**config.mk**
```make
export PLATFORM = sky130hd
export DESIGN_NAME = trap_ctrl_flat
export DESIGN_NICKNAME = d
export VERILOG_FILES = /design/src/rtl/trap_ctrl_if.sv /design/src/rtl/trap_ctrl.sv /design/src/flat_wrapper.sv
export SDC_FILE = /design/constraint.sdc
export NUM_CORES = 1
export LEC_CHECK = 0
export BUFFER_PORTS_ARGS = -buffer_cell sky130_fd_sc_hd__buf_4
export CORE_ASPECT_RATIO = 1.1
export CORE_MARGIN = 5
export CORE_UTILIZATION = 50
export CTS_BUF_LIST = sky130_fd_sc_hd__clkbuf_4 sky130_fd_sc_hd__clkbuf_8 sky130_fd_sc_hd__clkbuf_16
export CTS_CLUSTER_SIZE = 8
export DETAILED_ROUTE_END_ITERATION = 12
export MAX_ROUTING_LAYER = met4
export PLACE_DENSITY_LB_ADDON = 0.05
export SYNTH_ARGS = -nofsm -noshare
export SYNTH_HDL_FRONTEND = slang
export SYNTH_SLANG_ARGS = --single-unit
```
**constraint.sdc**
```tcl
create_clock -name clk -period 4.05 [get_ports clk]
set_clock_uncertainty 0.2 [all_clocks]
set_input_delay 1.0125 -clock clk [delete_from_list [all_inputs] [get_ports clk]]
set_output_delay 1.0125 -clock clk [all_outputs]
set_load 0.02 [all_outputs]
```
**src/rtl/trap_ctrl_if.sv**
```systemverilog
// EX-stage / PC-unit facing signals of the machine-mode trap controller.
// The master side drives events and interrupt lines; the slave side is trap_ctrl.
interface trap_ctrl_if;
    logic        ext_irq;
    logic        timer_irq;
    logic        bus_stall;
    logic        ex_wfi;
    logic        ex_mret;
    logic [31:0] ex_pc;
    logic        csr_we;
    logic [11:0] csr_addr;
    logic [31:0] csr_wdata;
    logic [31:0] csr_rdata;
    logic        is_wfi;
    logic        interrupt;
    logic        interrupt_re;
    logic [31:0] mtvec;
    logic [31:0] mepc;

    modport master (
        output ext_irq, timer_irq, bus_stall, ex_wfi, ex_mret, ex_pc,
               csr_we, csr_addr, csr_wdata,
        input  csr_rdata, is_wfi, interrupt, interrupt_re, mtvec, mepc
    );

    modport slave (
        input  ext_irq, timer_irq, bus_stall, ex_wfi, ex_mret, ex_pc,
               csr_we, csr_addr, csr_wdata,
        output csr_rdata, is_wfi, interrupt, interrupt_re, mtvec, mepc
    );
endinterface

```
**src/rtl/trap_ctrl.sv**
```systemverilog
// Machine-mode trap and WFI controller: interrupt CSRs, RUN/SLEEP sequencing,
// and one-cycle trap-entry / MRET pulses that steer the fetch PC.
module trap_ctrl #(
    parameter logic [31:0] MTVEC_RST = 32'h0001_0000
) (
    input logic        clk,
    input logic        rst,
    trap_ctrl_if.slave bus
);
    localparam logic [11:0] ADDR_MSTATUS = 12'h300;
    localparam logic [11:0] ADDR_MIE     = 12'h304;
    localparam logic [11:0] ADDR_MTVEC   = 12'h305;
    localparam logic [11:0] ADDR_MEPC    = 12'h341;
    localparam logic [11:0] ADDR_MIP     = 12'h344;

    typedef enum logic {
        RUN,
        SLEEP
    } state_e;

    state_e      state_q, state_d;
    logic        int_q, int_d;
    logic        int_re_q, int_re_d;
    logic        mie_q, mie_d;       // mstatus.MIE
    logic        mpie_q, mpie_d;     // mstatus.MPIE
    logic        meie_q, meie_d;
    logic        mtie_q, mtie_d;
    logic [29:0] mtvec_q, mtvec_d;
    logic [29:0] mepc_q, mepc_d;
    logic [29:0] wfi_pc_q, wfi_pc_d;

    logic wake;
    logic take;
    logic accept;

    assign wake   = (meie_q & bus.ext_irq) | (mtie_q & bus.timer_irq);
    assign take   = mie_q & wake;
    assign accept = (state_q == RUN) && !bus.bus_stall;

    // NOTE: state is updated with non-blocking assignments only, and rst is
    // sampled on the clock edge, so reset behaves like any other synchronous input.
    always_ff @(posedge clk) begin
        if (rst) begin
            state_q  <= RUN;
            int_q    <= 1'b0;
            int_re_q <= 1'b0;
            mie_q    <= 1'b0;
            mpie_q   <= 1'b0;
            meie_q   <= 1'b0;
            mtie_q   <= 1'b0;
            mtvec_q  <= MTVEC_RST[31:2];
            mepc_q   <= '0;
            wfi_pc_q <= '0;
        end else begin
            state_q  <= state_d;
            int_q    <= int_d;
            int_re_q <= int_re_d;
            mie_q    <= mie_d;
            mpie_q   <= mpie_d;
            meie_q   <= meie_d;
            mtie_q   <= mtie_d;
            mtvec_q  <= mtvec_d;
            mepc_q   <= mepc_d;
            wfi_pc_q <= wfi_pc_d;
        end
    end

    // A WFI only sleeps when nothing is already waking it; otherwise it is a NOP.
    always_comb begin
        state_d = state_q;
        unique case (state_q)
            RUN: begin
                if (accept && !take && !bus.ex_mret && bus.ex_wfi && !wake) begin
                    state_d = SLEEP;
                end
            end
            SLEEP: begin
                if (wake) begin
                    state_d = RUN;
                end
            end
            default: state_d = RUN;
        endcase
    end

    // NOTE: every variable gets a default before the case so no latch is inferred.
    always_comb begin
        int_d    = 1'b0;
        int_re_d = 1'b0;
        mie_d    = mie_q;
        mpie_d   = mpie_q;
        meie_d   = meie_q;
        mtie_d   = mtie_q;
        mtvec_d  = mtvec_q;
        mepc_d   = mepc_q;
        wfi_pc_d = wfi_pc_q;

        unique case (state_q)
            RUN: begin
                if (accept) begin
                    if (take) begin
                        // The EX instruction is squashed and re-executed after MRET.
                        int_d  = 1'b1;
                        mepc_d = bus.ex_pc[31:2];
                        mpie_d = mie_q;
                        mie_d  = 1'b0;
                    end else begin
                        if (bus.csr_we) begin
                            case (bus.csr_addr)
                                ADDR_MSTATUS: begin
                                    mie_d  = bus.csr_wdata[3];
                                    mpie_d = bus.csr_wdata[7];
                                end
                                ADDR_MIE: begin
                                    meie_d = bus.csr_wdata[11];
                                    mtie_d = bus.csr_wdata[7];
                                end
                                ADDR_MTVEC: mtvec_d = bus.csr_wdata[31:2];
                                ADDR_MEPC:  mepc_d  = bus.csr_wdata[31:2];
                                default: ;
                            endcase
                        end
                        if (bus.ex_mret) begin
                            int_re_d = 1'b1;
                            mie_d    = mpie_q;
                            mpie_d   = 1'b1;
                        end else if (bus.ex_wfi && !wake) begin
                            wfi_pc_d = bus.ex_pc[31:2];
                        end
                    end
                end
            end
            SLEEP: begin
                if (wake && mie_q) begin
                    // Return lands on the instruction after the WFI; wraps at 2^32.
                    int_d  = 1'b1;
                    mepc_d = wfi_pc_q + 30'd1;
                    mpie_d = 1'b1;
                    mie_d  = 1'b0;
                end
            end
            default: ;
        endcase
    end

    logic [31:0] rdata;

    always_comb begin
        rdata = '0;
        case (bus.csr_addr)
            ADDR_MSTATUS: begin
                rdata[12:11] = 2'b11;
                rdata[7]     = mpie_q;
                rdata[3]     = mie_q;
            end
            ADDR_MIE: begin
                rdata[11] = meie_q;
                rdata[7]  = mtie_q;
            end
            ADDR_MTVEC: rdata = {mtvec_q, 2'b00};
            ADDR_MEPC:  rdata = {mepc_q, 2'b00};
            ADDR_MIP: begin
                rdata[11] = bus.ext_irq;
                rdata[7]  = bus.timer_irq;
            end
            default: ;
        endcase
    end

    assign bus.csr_rdata    = rdata;
    assign bus.is_wfi       = (state_q == SLEEP);
    assign bus.interrupt    = int_q;
    assign bus.interrupt_re = int_re_q;
    assign bus.mtvec        = {mtvec_q, 2'b00};
    assign bus.mepc         = {mepc_q, 2'b00};

    logic unused_pc_bits;
    assign unused_pc_bits = ^{bus.ex_pc[1:0], bus.csr_wdata[1:0]};
endmodule

```
**src/flat_wrapper.sv**
```systemverilog
// flat-port wrapper written by rule: the top's interface ports become plain ports
module trap_ctrl_flat 
#(
    parameter logic [31:0] MTVEC_RST = 32'h0001_0000
)
  (clk, rst, bus_ext_irq, bus_timer_irq, bus_bus_stall, bus_ex_wfi, bus_ex_mret, bus_ex_pc, bus_csr_we, bus_csr_addr, bus_csr_wdata, bus_csr_rdata, bus_is_wfi, bus_interrupt, bus_interrupt_re, bus_mtvec, bus_mepc);
  trap_ctrl_if bus_i ();
  input logic clk;
  input logic rst;
  input wire logic [$bits(bus_i.ext_irq)-1:0] bus_ext_irq;
  input wire logic [$bits(bus_i.timer_irq)-1:0] bus_timer_irq;
  input wire logic [$bits(bus_i.bus_stall)-1:0] bus_bus_stall;
  input wire logic [$bits(bus_i.ex_wfi)-1:0] bus_ex_wfi;
  input wire logic [$bits(bus_i.ex_mret)-1:0] bus_ex_mret;
  input wire logic [$bits(bus_i.ex_pc)-1:0] bus_ex_pc;
  input wire logic [$bits(bus_i.csr_we)-1:0] bus_csr_we;
  input wire logic [$bits(bus_i.csr_addr)-1:0] bus_csr_addr;
  input wire logic [$bits(bus_i.csr_wdata)-1:0] bus_csr_wdata;
  output wire logic [$bits(bus_i.csr_rdata)-1:0] bus_csr_rdata;
  output wire logic [$bits(bus_i.is_wfi)-1:0] bus_is_wfi;
  output wire logic [$bits(bus_i.interrupt)-1:0] bus_interrupt;
  output wire logic [$bits(bus_i.interrupt_re)-1:0] bus_interrupt_re;
  output wire logic [$bits(bus_i.mtvec)-1:0] bus_mtvec;
  output wire logic [$bits(bus_i.mepc)-1:0] bus_mepc;
  assign bus_i.ext_irq = bus_ext_irq;
  assign bus_i.timer_irq = bus_timer_irq;
  assign bus_i.bus_stall = bus_bus_stall;
  assign bus_i.ex_wfi = bus_ex_wfi;
  assign bus_i.ex_mret = bus_ex_mret;
  assign bus_i.ex_pc = bus_ex_pc;
  assign bus_i.csr_we = bus_csr_we;
  assign bus_i.csr_addr = bus_csr_addr;
  assign bus_i.csr_wdata = bus_csr_wdata;
  assign bus_csr_rdata = bus_i.csr_rdata;
  assign bus_is_wfi = bus_i.is_wfi;
  assign bus_interrupt = bus_i.interrupt;
  assign bus_interrupt_re = bus_i.interrupt_re;
  assign bus_mtvec = bus_i.mtvec;
  assign bus_mepc = bus_i.mepc;
  trap_ctrl #(.MTVEC_RST(MTVEC_RST)) u_core (.clk(clk), .rst(rst), .bus(bus_i));
endmodule
```
## After elaboration in Yosys (flattened, before gate mapping)

Index checks and enable logic that the tools add are counted.

- Register bits after elaboration: 97
- Bits of input ports: 84
- Output and inout bits: 99
- Logic and storage cells: 83

- $add $sub $neg: 1
- Equality and inequality tests: 11
- Mux-type cells: 36
- Bitwise gates (word level): 8
- Reduce and logical (&&, ||, !) cells: 17

Operators by type and width:

| cell | number |
|---|---|
| 2-to-1 mux 30 bit | 5 |
| equality test 12 x 10 -> 1 bit (second input constant) | 5 |
| case mux 30 bit (2 select lines) | 1 |
| case mux 19 bit (2 select lines) | 1 |
| adder 30 x 1 -> 30 bit (second input constant) | 1 |
| 2-to-1 mux 1 bit | 18 |
| case mux 3 bit (2 select lines) | 3 |
| AND reduction 5 bit | 3 |
| case mux 1 bit (5 select lines) | 2 |
| inequality test 4 x 3 -> 1 bit (second input constant) | 2 |
| case mux 1 bit (2 select lines) | 4 |
| AND reduction 4 bit | 2 |
| logical AND 1 bit | 7 |
| inequality test 3 x 2 -> 1 bit (second input constant) | 2 |
| case mux 1 bit (3 select lines) | 2 |
| logical NOT 1 bit | 4 |
| inverter 1 bit | 4 |
| OR reduction 4 bit | 1 |
| bitwise AND 1 bit | 3 |
| inequality test 2 x 1 -> 1 bit (second input constant) | 1 |
| inequality test 2 bit (second input constant) | 1 |
| OR 1 bit | 1 |

## Longest topological paths before layout

Gate-level depths: netlist (run 1).

- Depth in word-level cells: 10
- Gate-level depth with buffers: 8

## Worst setup path before layout (run 1)

OpenSTA, ideal clock, no wires.

- Path type: input -> output
- From: in bus_csr_addr[4]
- To: out bus_csr_rdata[11]
- Arrival time: 2.714 ns
- Setup slack: 0.124 ns
- Stages: 6
- Buffers on the path: 1
- Path through: or4_4 -> nor4_1 -> clkbuf_1 -> nand2_1 -> o21ai_0 -> a211o_1

- Cells in the longest elaborated chain, start to end: 2

RTL lines:

| element | RTL line | text |
|---|---|---|
| start, declared | flat_wrapper.sv:17 | `input wire logic [$bits(bus_i.csr_addr)-1:0] bus_csr_addr;` |
| equality test 12 x 10 -> 1 bit | trap_ctrl.sv:150 | `case (bus.csr_addr)` |
| case mux 1 bit (5 select lines) * | trap_ctrl.sv:150 |  |
| end, declared | flat_wrapper.sv:19 | `output wire logic [$bits(bus_i.csr_rdata)-1:0] bus_csr_rdata;` |

Every way passes the cells marked *; elsewhere a longest branch is shown, timed or not.

## Worst setup path in the final report (run 1)

- From: in bus_csr_addr[7]
- To: out bus_csr_rdata[3]

- Cells in the longest elaborated chain, start to end: 2

RTL lines:

| element | RTL line |
|---|---|
| equality test 12 x 10 -> 1 bit | trap_ctrl.sv:150 |
| case mux 1 bit (3 select lines) * | trap_ctrl.sv:150 |

Marks and branches as above.

==> results of run 1 <==
==> registers in the layout, indices dropped and copies added (netlist names) <==
| signal | flops |
|---|---|
| u_core.mtie_q | 1 |
| u_core.mie_q | 1 |
| u_core.bus.interrupt_re | 1 |
| u_core.meie_q | 1 |
| u_core.mtvec_q | 30 |
| u_core.mepc_q | 30 |
| u_core.mpie_q | 1 |
| u_core.bus.interrupt | 1 |
| u_core.bus.is_wfi | 1 |
| u_core.wfi_pc_q | 30 |
==> cell type report <==
class                           instances  area (µm²)
Clock buffer                           12         254
Inverter                                6        22.5
Tap cell                              123         154
Timing Repair Buffer                  194        1510
Clock inverter                          4        28.8
Multi-Input combinational cell        516        2980
Sequential cell                        97        1940
Fill cell                             922        3360
==> power by group through the flow <==
stage / Clock (mW) / Combinational, mW / Sequential, mW
after global placement: 0 / 0.182 / 1.01
after CTS: 0.819 / 0.186 / 0.985
after global routing: 0.866 / 0.204 / 0.987
after detailed placement: 0 / 0.185 / 1.01
after floorplan: 0 / 0.0930 / 0.998
final: 0.808 / 0.190 / 0.985
==> synth_stat cells, types with 11 or more instances <==
library cell | n | area share (%)
sky130_fd_sc_hd__dfxtp_1 | 97 | 38
sky130_fd_sc_hd__nor3_1 | 24 | 2.3
sky130_fd_sc_hd__nor4_1 | 14 | 1.7
sky130_fd_sc_hd__a22o_1 | 27 | 4.6
sky130_fd_sc_hd__a211o_1 | 12 | 2.0
sky130_fd_sc_hd__xor2_1 | 12 | 2.0
sky130_fd_sc_hd__a21oi_1 | 84 | 8.1
sky130_fd_sc_hd__nor2_1 | 14 | 1.0
sky130_fd_sc_hd__o211ai_1 | 14 | 2.0
sky130_fd_sc_hd__nand2_1 | 165 | 12
sky130_fd_sc_hd__clkbuf_1 | 52 | 3.8
sky130_fd_sc_hd__nand3_1 | 25 | 2.4
sky130_fd_sc_hd__o21ai_0 | 11 | 1.1
sky130_fd_sc_hd__and3_1 | 13 | 1.6
==> stage by stage <==
stage,setup TNS (ns),total power [mW],cells
floorplan,0,1.09,681
global placement,0,1.19,936
detailed placement,-0.00458,1.19,936
CTS,0,1.99,952
global route,0,2.06,952
finish,0,1.98,952
==> how the worst min path moves through the flow <==
stage          cells past startpoint                  end
2_1_floorplan                      2  u_core.wfi_pc_q[29]
3_3_place_gp                       2   u_core.mtvec_q[18]
3_5_place_dp                       2   u_core.mtvec_q[12]
4_1_cts                            2   u_core.mtvec_q[12]
5_1_grt                            2    u_core.mtvec_q[7]
6_report                           2   u_core.mtvec_q[21]
==> layer usage <==
| layer | GRT usage (%) | vias to the layer above | share of wire (%) |
|---|---|---|---|
| met2 | 44.8 | 319 | 46 |
| met4 | 6.91 | 0 | 1.4 |
| li1 | - | 2713 | - |
| met1 | 40.0 | 2653 | 43 |
| met3 | 5.25 | 19 | 9.9 |
| met5 | - | - | 0 |
==> what timing repair did <==
item | CTS | global route
resized for setup | 1 | 5
pin swaps | 0 | 1
setup endpoints to repair | 1 | 1
==> critical path, stage by stage <==
cell and delay, ns:
sky130_fd_sc_hd__buf_4 0.11, sky130_fd_sc_hd__or4_4 0.50, sky130_fd_sc_hd__or4_4 0.52, sky130_fd_sc_hd__nor3_4 0.21
sky130_fd_sc_hd__buf_6 0.13, sky130_fd_sc_hd__a222oi_1 0.06, sky130_fd_sc_hd__inv_1 0.11, sky130_fd_sc_hd__buf_6 0.12
==> cell families after synthesis <==
| kind of cell | count (synthesis) | synth area share, % |
|---|---|---|
| compound gates | 178 | 22.7 |
| other cells | 1 | 0.0726 |
| mux | 15 | 3.08 |
| buf+inv | 68 | 5.48 |
| xor+xnor | 18 | 3.05 |
| flops | 97 | 37.6 |
| fa+ha+maj | 1 | 0.242 |
| simple gates | 298 | 27.7 |
==> summary by stage, run 1 <==
Hold path
The critical hold path startpoint is u_core.mtvec_q[21]. The worst hold path class is flop to flop.

Logic synthesis
The average footprint of a synthesized cell is 7.64 µm². For this run, the leading register cell type out of synthesis is sky130_fd_sc_hd__dfxtp_1. The cell area after synthesis is 5160 µm². The number of enable flip-flop cells after synthesis is 0. The post-synthesis register bit count is 97.

The number of warnings printed during yosys synthesis is 0. In the synthesized netlist, the number of instances is 676. The share of synthesized registers carrying an async set or reset is 0%. The sequential share of the synthesized area is 37.6%. Yosys mapped the design onto 57 distinct sky130hd cell types.

Power
VDD sags by at most 0.000204 V. The internal power component is 1.50 mW. Registers are responsible for 49.7% of the overall power. The power spent charging and discharging nets is 0.483 mW. The leakage power summed over all cells is 2.77 nW. The switching fraction of total power is 24.3%. For this design the ratio of total power to cell area is 288 nW/µm². Per report_power, the clock group accounts for 40.8% of the total.

The fraction of power consumed by combinational cells is 9.6%.

Finish
Measured on the finished design, the core utilization comes to 67.2%. In the layout the commonest cells are sky130_fd_sc_hd__buf_4 (188), sky130_fd_sc_hd__nand2_1 (165), sky130_fd_sc_hd__dfxtp_1 (97). The antenna diode count is 0.

The post-route netlist has 27.6% of its cells at a drive strength greater than 1. The area added between synthesis and finish is 33.5%. In the final design database the tool counted 909 nets. The finished cells cover 6890 µm². Leaving out fill and tap cells, the most frequent cell in the layout is sky130_fd_sc_hd__buf_4.

Global route
The total congestion overflow is 0. The number of global-route vias before repair is 5206. Entering global routing, the biggest net connects 102 pins.

In the global route stage, overall resource usage came out at 29.1%. The first global-routing pass estimated 27.7 mm of wire. The initial antenna violation count is 0.

Clocking
The post-CTS setup buffer count is 0. TritonCTS built the clock tree. The number of clock buffers added by TritonCTS is 9. For this design, the CTS-stage hold fixing added 0 buffers. The clock transition at the registers of the reported paths is 0.06 ns. The root cell of the clock tree is sky130_fd_sc_hd__clkbuf_16.

The number of levels in the clock H-tree is 3. The clock latency at the later pin of the worst-skew pair is 0.34 ns. The total clock sinks is 97.

No sink is reached through more buffers than the 2 on the longest clock path.

Critical path
In this run the critical register-to-register path is launched from u_core.mie_q. The arrival time of data at the critical path endpoint is 2.77 ns. The endpoint identified for the worst register-to-register timing path is u_core.mepc_q[23]. The most critical setup path has its endpoint at bus_csr_rdata[3]. Along the worst path, the maximum fanout reaches 3. In this run the worst setup path begins at bus_csr_addr[7]. Across all register-to-register paths, the minimum setup slack is 1.16 ns. The required time at the worst-slack endpoint is 2.84 ns.

The worst setup path is launched from an input pin. STA classifies the critical path endpoint as a primary output. The number of cells on the worst reg-to-reg path is 5.

The worst setup path is of the input pin to primary output kind.

Placed design
OpenSTA, run right after detailed placement, puts the worst setup slack at -0.00458 ns. After legalization and detailed placement, the total HPWL measured 13.5 mm. The count of buffers added on input and output ports is 172. The placed cell area is 6580 µm². The congestion estimate from routability-driven global placement came to 0.883.

Die
Once the floorplan was initialized, standard cells occupied 50.4% of the core. The count of boundary I/O pins is 183. The die footprint is 12500 µm². The region available for standard cell placement spans 10200 µm². The chip width is 107 µm. Row generation in the floorplan step produced 39 rows.

The vertical die dimension is 117 µm.

Detailed routing
After detailed routing, the number of vias per cell comes to 5.99. After detailed routing, the number of remaining DRC violations is 0. The routed layout has 5704 vias. The count of nets left with antenna violations once routing finished came out at 0. After detailed routing, the average wire length per cell comes to 18.9 µm. The detailed-route wire length is 18.0 mm.

The DRC violation total after the first TritonRoute iteration is 580. The first detailed-routing pass ran for 6 iterations.

Timing
The final period demand of the worst path is 3.98 ns. The number of setup violations in the final report is 0. The final critical-path share of the clock period is 98.2%.

The max-slew violation total from the final report is 0. The hold slack is 0.274 ns. Static timing analysis puts the maximum clock frequency at 251 MHz. The worst slew margin relative to its limit is 31.1%. In the post-route analysis, the smallest setup slack over all paths is 0.0709 ns. Setup repair after global routing left no endpoint under its margin. The slew at the pin with the worst max-slew slack is 1.03 ns. The hold violation total from the final report is 0.

Job
Max-cap violations in this run came to 0.

Status
The flow ran to the end, and the final reports show no timing, DRC or antenna violations.
Power figures use the tool's default switching activity.
==> run 2, diff against run 1 <==
BUFFER_PORTS_ARGS = default   (was -buffer_cell sky130_fd_sc_hd__buf_4)
CORE_UTILIZATION = 58   (was 50)
DONT_BUFFER_PORTS = 1   (was default)
clock period = 3.6 ns   (was 4.05 ns; I/O delays follow)
==> run 2 against run 1 <==
Routed wire length is 6.7% lower. Utilization is 4.2 points lower. Worst setup slack worse by 0.051 ns. Total power is 3.0% higher. Via count is 12% lower. Sequential power is 12% higher. Critical path type unchanged. Highest routed layer unchanged.
==> summary by stage, run 2 (synthesis results as in run 1) <==
Finish
Leaving out fill and tap cells, the most frequent cells in the layout are sky130_fd_sc_hd__nand2_1 (164), sky130_fd_sc_hd__dfxtp_1 (96), sky130_fd_sc_hd__a21oi_1 (84). In the final layout, the registers with the most flip-flops are u_core.mepc_q: 30 flops, u_core.mtvec_q: 30 flops, u_core.wfi_pc_q: 30 flops. The final standard cell count with taps included and fillers excluded is 770. The total number of nets in the final design is 736. The area added between synthesis and finish is 7.30%. The fraction of layout instances using a drive strength above 1 is 8.84%.

The leading cell type in the layout, fill and taps excluded is sky130_fd_sc_hd__nand2_1. The number of antenna diodes in the final layout is 0. The fill cell total of the finished layout is 815.

Timing
Setup repair after global routing could not meet its margin everywhere. The worst slew margin relative to its limit is 57.0%. The hold violation total from the final report came to 0. Counting I/O delays and the setup requirement, the final critical path takes 3.58 ns. For the pin with the worst max-slew slack, the measured transition is 0.645 ns. Static timing analysis puts the maximum clock frequency at 279 MHz. Final hold analysis gives a worst-case slack of 0.273 ns.

The max-slew violation total from the final report is 0. The final critical-path share of the clock period is 99.4%. The number of setup violations in the final report is 0.

Detailed routing
The number of remaining DRC errors is 0. Summed over all layers, the routed wires come to 16.8 mm. The average wire per cell in the routed design is 21.8 µm. The first routing iteration left 544 violations. The total number of vias is 5039.

In the routed layout, each cell is associated on average with a via count of 6.54. The first detailed-routing pass took 5 iterations. The detail route stage leaves a number of antenna-violating nets equal to 0.

Hold path
The min-delay analysis places its worst path in the category flop to flop.

Clocking
In this run the post-CTS setup repair buffer count came out at 0. The clock drives 97 sinks. The H-tree generated during clock tree synthesis spans 3 levels. The maximum clock insertion buffer count is 2. Hold repair after CTS inserted 0 buffers. The clock tree from TritonCTS is yes.

After clock tree synthesis, the clock-pin slew on the worst setup and hold paths is 0.09 ns. The root cell of the clock tree is sky130_fd_sc_hd__clkbuf_8. Buffers inserted during clock tree synthesis total 9. The later pin in the worst-skew pair is clocked with a latency of 0.37 ns.

Power
Per report_power, the combinational group accounts for 5.3% of the total. The peak ir drop on the vdd network is 0.000222 V. Net switching is 23.4% of the power.

The internal power component is 1.56 mW. Summed over all nets, the switching power comes to 0.479 mW. Total power for the finished layout comes to 2.04 mW. The sequential share of power is 54.0%. Dividing total power by cell area gives a power density of 369 nW/µm². The clock network fraction of total power is 40.7%.

The leakage power summed over all cells is 1.86 nW.

Status
The run finished with clean final reports.

Critical path
STA classifies the critical path startpoint as an input pin. The required time at the worst-slack endpoint is 2.50 ns. The largest fanout on the critical path is 32. The category of the worst setup path capture point is a primary output.

Across all register-to-register paths, the minimum setup slack is 0.88 ns. The class of the most critical setup path is input pin to primary output. For the worst setup path, the data arrival time is 2.48 ns.

Die
The chip width is 100 µm. The die footprint is 10900 µm². During I/O placement, the number of pins put on the boundary was 183. The starting density of the core is 58.8%. The floorplan has 36 rows.

The floorplan step defined a core boundary enclosing 8780 µm². In this run the vertical extent of the chip is 109 µm.

Placed design
The placer congestion estimate is 0.921. Counting tap cells, the placed design contains a total of 754 instances. The count of buffers added on input and output ports is 0. The HPWL after detailed placement is 12.5 mm.

Global route
The number of global-route vias before repair is 4585. The total congestion overflow is 0. The overall global routing resource usage is 30.9%. The global-route wire length before repair is 25.4 mm.

The initial antenna violation count is 0. Entering global routing, the biggest net connects 102 pins.

Job
Across the run, the number of max-cap violations was 0.
## run 2: routing by layer
layer / track usage (%) / share of wire, %
met5: - / 0
met4: 7.61 / 0.89
met3: 6.59 / 11
met2: 44.5 / 45
met1: 44.2 / 43
## run 2: final cells by class
cell class	count	area (µm²)	share of cell area, %
clock buffers	11	151	2.73
multi-input cells	516	3000	54.1
well taps	114	143	2.58
clock inverters	5	85.1	1.54
flip-flops and latches	97	1940	35.1
repair buffers	21	199	3.59
inverters	6	22.5	0.407
## run 2: critical path: stages
cell	delay (ns)
sky130_fd_sc_hd__or4_4	0.53
sky130_fd_sc_hd__buf_6	0.15
sky130_fd_sc_hd__nor4_4	0.30
sky130_fd_sc_hd__buf_12	0.23
sky130_fd_sc_hd__nand2_2	0.06
sky130_fd_sc_hd__o21ai_1	0.08
sky130_fd_sc_hd__a211o_1	0.23
## run 2: worst paths after layout
kind / endpoint / cells after the start / start
max: bus_csr_rdata[11] / 7 / bus_csr_addr[4]
min: u_core.wfi_pc_q[29] / 2 / u_core.wfi_pc_q[29]
max reg2reg: u_core.mepc_q[28] / 6 / u_core.wfi_pc_q[0]
min reg2reg: u_core.wfi_pc_q[29] / 2 / u_core.wfi_pc_q[29]
## run 2: power by group through the flow
stage / Combinational (mW) / Clock [mW] / Sequential (mW)
floorplan: 0.105 / 0 / 1.12
global placement: 0.104 / 0 / 1.13
detailed placement: 0.106 / 0 / 1.13
CTS: 0.107 / 0.838 / 1.10
global route: 0.121 / 0.881 / 1.11
finish: 0.108 / 0.830 / 1.10
## run 2: stage by stage
stage / setup slack [ns] / TNS (ns) / utilization, % / area, µm²
after global placement: 0.00808 / 0 / 60.2 / 5290
after global routing: -0.0167 / -0.0167 / 63.1 / 5540
after CTS: -0.0224 / -0.0458 / 62.9 / 5520
after floorplan: 0.00944 / 0 / - / 5190
final: 0.0200 / 0 / 63.1 / 5540
after detailed placement: -0.00526 / -0.00752 / 60.2 / 5290
## run 2: timing repair
| action | 4_1_cts | 5_1_grt |
|---|---|---|
| setup endpoints to repair | 3 | 3 |
| gates resized for setup | 0 | 5 |
| pin swaps | 1 | 1 |
